[src/rtl/grid_io_pkg.sv]
// Shared constants and types for the grid IO bank.
// Config bit positions, FSM state encoding, counter width helper.
package grid_io_pkg;

  localparam int CFG_OE_BIT = 0;
  localparam int CFG_IE_BIT = 1;

  localparam int NUM_IO_DEF    = 4;
  localparam int W_CFG_DEF     = 2;
  localparam int CHAIN_LEN_DEF = NUM_IO_DEF * W_CFG_DEF;
  localparam int W_CNT         = $clog2(CHAIN_LEN_DEF + 2);

  typedef enum logic [1:0] {
    IDLE   = 2'd0,
    SHIFT  = 2'd1,
    COMMIT = 2'd2
  } cfg_state_e;

  // Counter must hold 0..chain_len+1 (saturated overlong marker).
  function automatic int cnt_width(input int chain_len);
    return $clog2(chain_len + 2);
  endfunction

endpackage

[src/rtl/grid_io_chan.sv]
// One pad channel: combinational gating of oe/ie with isolation.
// Ports: cfg[1:0] (oe, ie), io_isol_n, outpad/soc_in data in; soc_out, soc_dir, inpad out.
module grid_io_chan
  import grid_io_pkg::*;
(
  input  logic [1:0] cfg,
  input  logic       io_isol_n,
  input  logic       outpad,
  input  logic       soc_in,
  output logic       soc_out,
  output logic       soc_dir,
  output logic       inpad
);

  logic oe;
  logic ie;

  assign oe      = io_isol_n & cfg[CFG_OE_BIT];
  assign ie      = io_isol_n & cfg[CFG_IE_BIT];
  assign soc_dir = oe;
  assign soc_out = oe & outpad;
  assign inpad   = ie & soc_in;

endmodule

[src/rtl/grid_io_bank_cfg.sv]
// NUM_IO-pad IO tile behind one config-chain segment with a shadow register.
// Ports: prog_clk/pReset_n, config_enable, IO_ISOL_N, ccff_head/tail, pad buses, cfg_valid/err.
module grid_io_bank_cfg
  import grid_io_pkg::*;
#(
  parameter int NUM_IO    = 4,
  parameter int W_CFG     = 2,
  parameter int CHAIN_LEN = NUM_IO * W_CFG
) (
  input  logic              prog_clk,
  input  logic              pReset_n,
  input  logic              config_enable,
  input  logic              IO_ISOL_N,
  input  logic              ccff_head,
  output logic              ccff_tail,
  input  logic [NUM_IO-1:0] gfpga_pad_sofa_plus_io_SOC_IN,
  output logic [NUM_IO-1:0] gfpga_pad_sofa_plus_io_SOC_OUT,
  output logic [NUM_IO-1:0] gfpga_pad_sofa_plus_io_SOC_DIR,
  input  logic [NUM_IO-1:0] outpad,
  output logic [NUM_IO-1:0] inpad,
  output logic              cfg_valid,
  output logic              cfg_err
);

  localparam int CW = cnt_width(CHAIN_LEN);
  localparam logic [CW-1:0] CNT_FULL = CW'(CHAIN_LEN);
  localparam logic [CW-1:0] CNT_SAT  = CW'(CHAIN_LEN + 1);
  localparam logic [CW-1:0] CNT_ONE  = CW'(1);

  cfg_state_e state_q;
  cfg_state_e state_d;

  logic [CW-1:0]        cnt_q;
  logic [CW-1:0]        cnt_d;
  logic [CW-1:0]        cnt_inc;
  logic [CHAIN_LEN-1:0] sr;
  logic [CHAIN_LEN-1:0] shadow;
  logic                 load_ok;
  logic                 load_bad;

  assign cnt_inc = (cnt_q == CNT_SAT) ? cnt_q : cnt_q + CNT_ONE;

  always_ff @(posedge prog_clk or negedge pReset_n) begin
    if (!pReset_n) begin
      state_q <= IDLE;
      cnt_q   <= '0;
    end else begin
      state_q <= state_d;
      cnt_q   <= cnt_d;
    end
  end

  always_comb begin
    state_d = state_q;
    unique case (state_q)
      IDLE:    state_d = config_enable ? SHIFT : IDLE;
      SHIFT:   state_d = config_enable ? SHIFT : COMMIT;
      COMMIT:  state_d = config_enable ? SHIFT : IDLE;
      default: state_d = IDLE;
    endcase
  end

  // A bit arriving in COMMIT opens a fresh session at count 1.
  always_comb begin
    cnt_d    = cnt_q;
    load_ok  = 1'b0;
    load_bad = 1'b0;
    unique case (state_q)
      IDLE: begin
        if (config_enable) cnt_d = CNT_ONE;
      end
      SHIFT: begin
        if (config_enable) cnt_d = cnt_inc;
      end
      COMMIT: begin
        load_ok  = (cnt_q == CNT_FULL);
        load_bad = (cnt_q != CNT_FULL);
        if (config_enable) cnt_d = CNT_ONE;
      end
      default: cnt_d = '0;
    endcase
  end

  // Shadow takes the pre-shift chain contents on commit.
  always_ff @(posedge prog_clk or negedge pReset_n) begin
    if (!pReset_n) begin
      sr        <= '0;
      shadow    <= '0;
      cfg_valid <= 1'b0;
      cfg_err   <= 1'b0;
    end else begin
      if (config_enable) begin
        sr <= {sr[CHAIN_LEN-2:0], ccff_head};
      end
      if (load_ok) begin
        shadow    <= sr;
        cfg_valid <= 1'b1;
        cfg_err   <= 1'b0;
      end else if (load_bad) begin
        cfg_err   <= 1'b1;
      end
    end
  end

  assign ccff_tail = sr[CHAIN_LEN-1];

  for (genvar gi = 0; gi < NUM_IO; gi++) begin : g_chan
    grid_io_chan u_chan (
      .cfg       (shadow[gi*W_CFG +: 2]),
      .io_isol_n (IO_ISOL_N),
      .outpad    (outpad[gi]),
      .soc_in    (gfpga_pad_sofa_plus_io_SOC_IN[gi]),
      .soc_out   (gfpga_pad_sofa_plus_io_SOC_OUT[gi]),
      .soc_dir   (gfpga_pad_sofa_plus_io_SOC_DIR[gi]),
      .inpad     (inpad[gi])
    );
  end

endmodule

[config.mk]
export PLATFORM = sky130hd
export DESIGN_NAME = grid_io_bank_cfg
export DESIGN_NICKNAME = d
export VERILOG_FILES = /design/src/rtl/grid_io_pkg.sv /design/src/rtl/grid_io_chan.sv /design/src/rtl/grid_io_bank_cfg.sv
export SDC_FILE = /design/constraint.sdc
export NUM_CORES = 1
export LEC_CHECK = 0
export BUFFER_PORTS_ARGS = -buffer_cell sky130_fd_sc_hd__buf_2
export CORE_ASPECT_RATIO = 1.1
export CORE_MARGIN = 4
export CORE_UTILIZATION = 47
export DETAILED_ROUTE_END_ITERATION = 16
export GPL_ROUTABILITY_DRIVEN = 0
export PLACE_DENSITY_LB_ADDON = 0.12
export SYNTH_ARGS = -nofsm -noshare
export SYNTH_HDL_FRONTEND = slang
export SYNTH_HIERARCHICAL = 1
export SYNTH_SLANG_ARGS = --single-unit
[constraint.sdc]
create_clock -name prog_clk -period 1.7 [get_ports prog_clk]
set_clock_uncertainty 0.05 [all_clocks]
set_input_delay 0.17 -clock prog_clk [delete_from_list [all_inputs] [get_ports prog_clk]]
set_output_delay 0.17 -clock prog_clk [all_outputs]
set_load 0.005 [all_outputs]
==> impl_metrics.py <==
metrics = {
    "grt": {
        "grt_pass1_vias": 809,
        "grt_overflow_total": 0,
        "grt.total_usage_pct": 14.84,
        "antenna_found_initial": 0,
        "grt_max_degree": 25,
        "grt_first_pass_wirelength_microns": 3519,
    },
    "clock_network": {
        "cts_resized": 0,
        "cts_buffer_depth": 2,
        "cts_inserted_buffers": 3,
        "clock-root-buffer": "clkbuf_4",
        "cts_num_sinks": 24,
        "insertion_delay_ns": 0.30,
        "cts_tree": "done",
        "path_clk_slew_ns": 0.12,
        "h-tree-depth": 1,
    },
    "power": {
        "power_mw": 1.434,
        "p_per_area_nw_per_um2": 1089,
        "irDropWorstVdd_mv": 0.7645,
        "p_leak_nw": 0.7173,
    },
    "placed_design": {
        "hpwlAfterDp_microns": 1440,
        "io_buffers": 27,
    },
    "floorplanning": {
        "io_pins": 28,
        "core_region_area_sq_um": 2252,
        "die_height_microns": 58.94,
        "row_count": 18,
        "die_area_sq_um": 3200,
        "initial_utilization_pct": 49.22,
        "fp.dieW_microns": 54.31,
    },
    "synth": {
        "synthArstFlopShare_pct": 100.0,
        "yosysTopAreaCell": "dfrtp_1",
        "ys_ff_latch": 24,
        "syn_nets": 104,
        "synthCells": 88,
        "ys_types": 25,
        "netlist_area_sq_um": 1109,
        "synth_warnings": 6,
        "ys_seq_area_share_pct": 54.18,
        "synth_edf_count": 0,
        "yosysMostFrequentCell": "dfrtp_1",
        "ys_top_cells_by_area": "dfrtp_1 54%, mux2_2 16%, and3_1 4.5%",
        "syn_area_per_cell_sq_um": 12.60,
        "synth-main-ff-cell": "dfrtp_1",
        "yosys.area.top_type_share_pct": 54.18,
        "synth_commonest_cells": "24 x dfrtp_1, 16 x mux2_2, 8 x and3_1",
    },
    "sta": {
        "hold_viol": 0,
        "finalCritPeriodShare_pct": 83.82,
        "tightest_slew_ns": 0.5276,
        "setup_viol": 0,
        "drv_slew": 0,
        "fin_crit_ns": 1.425,
        "fin_setup_tns_ns": 0,
        "fmax_mhz": 701.8,
        "rsz0062_at_grt": "no",
        "slew-limit-headroom_pct": 64.82,
    },
    "drt": {
        "vias": 755,
        "avgRoutedWirePerCell_microns": 12.99,
        "drc": 0,
        "via_per_inst": 5.101,
        "drtIter0Drc": 8,
        "first_pass_iters": 4,
        "wl_microns": 1922,
        "ant_nets": 0,
    },
    "finish": {
        "area_growth_pct": 18.85,
        "n_antenna_cell": 0,
        "drive_above_1_share_pct": 43.22,
        "final_nets": 135,
        "fillers": 186,
    },
    "worst_setup_path": {
        "startpoint": "cnt_q[1]$_DFFE_PN0P_",
        "critical_path.reg2reg.startpoint": "cnt_q[1]$_DFFE_PN0P_",
        "required_ns": 1.86,
        "critPathMaxStageDelay_ns": 0.44,
        "cp_max_fo": 5,
        "slowest_stage": "dfrtp_1",
        "cp_cell_sequence": "inv_1, ha_1, nand3b_1, and4_1, a31o_2",
        "path_class": "reg2reg",
        "cp.arrival_ns": 1.58,
        "worst_setup_path_start_kind": "register",
        "cp-end-kind": "register",
    },
    "outcome": {
        "outcome": "completed",
    },
    "flow_run": {
        "cap_viol_max_count": 0,
    },
    "hold_path": {
        "worstHoldStart": "ccff_head",
        "hold_class": "in2reg",
    },
}
-- layout by cell type (no fill, tap or decap), types with 2 or more instances in the layout --
cell type,count
nand3_1,3
mux2_2,16
clkbuf_4,3
inv_1,3
nor2_1,2
dfrtp_1,24
and2_1,5
o21ai_0,4
and2b_2,2
and3_1,8
buf_2,27
nand2_1,3
ha_1,3
-- through the flow --
step | instances | worst slack [ns] | hold WS, ns | utilization, % | cell area [sq um]
floorplan | 88 | 0.3776 | -0.1756 | - | 1109
global placement | 143 | 0.2866 | 0.1258 | 56.44 | 1271
detailed placement | 143 | 0.2762 | 0.1302 | 56.44 | 1271
CTS | 148 | 0.2628 | 0.02936 | 58.50 | 1318
global route | 148 | 0.1756 | 0.01481 | 58.50 | 1318
finish | 148 | 0.2751 | 0.04133 | 58.50 | 1318
-- cell families after synthesis --
kind of cell | after synthesis | synth area share [%]
flip-flops | 24 | 54.18
adder cells (fa/ha/maj) | 3 | 3.386
AND/OR/NAND/NOR | 31 | 18.96
buffers and inverters | 5 | 1.919
multiplexers | 16 | 16.25
AO/OA/AOI/OAI | 9 | 5.306
-- worst paths after layout --
| check | to | slack [ns] | cells past startpoint |
|---|---|---|---|
| setup / recovery | cnt_q[2]$_DFFE_PN0P_ | 0.28 | 5 |
| hold reg to reg | cfg_valid$_DFFE_PN0P_ | 0.42 | 1 |
| hold / removal | sr[0]$_DFFE_PN0P_ | 0.04 | 2 |
| setup reg to reg | cnt_q[2]$_DFFE_PN0P_ | 0.28 | 5 |
| min in group asynchronous | shadow[6]$_DFFE_PN0P_ | 0.31 | 2 |
| max in group asynchronous | state_q[0]$_DFF_PN0_ | 0.94 | 2 |
-- where the power goes --
part / total (mW) / switching (mW) / internal (mW)
sequential: 0.820 / 0.106 / 0.714
combinational: 0.323 / 0.129 / 0.194
clock: 0.291 / 0.160 / 0.131
-- state kept, by name, indices dropped and copies added (netlist names) --
register and flops:
shadow 8, sr 8, cnt_q 4, state_q 2, cfg_err 1, cfg_valid 1
-- per-layer routing --
layer / GRT usage (%) / up-vias / share of wire (%)
li1: - / 372 / -
met1: 19.64 / 364 / 46
met4: 6.406 / 0 / 0.78
met5: 0 / - / 0
met3: 2.278 / 2 / 4.6
met2: 23.76 / 17 / 49
-- worst max-delay path: cells and delay by family (launching register included) --
kind,cells,cell delay [ns]
simple gates,2,0.41
compound gates,1,0.20
flops,1,0.44
buf+inv,1,0.09
fa+ha+maj,1,0.14
-- area by class of cell --
class	count	area (sq um)	share of cell area (%)
multi-input combinational	59	486.7	36.94
tap	30	37.54	2.849
timing repair buffer	28	145.1	11.02
clock buffer	4	36.28	2.754
inverter	3	11.26	0.8547
sequential	24	600.6	45.58
-- timing repair --
action,in CTS,in global routing
hold buffers,1,0
hold endpoints to repair,24,0
buffers inserted,0,0
(Power assumes the default switching activity.)
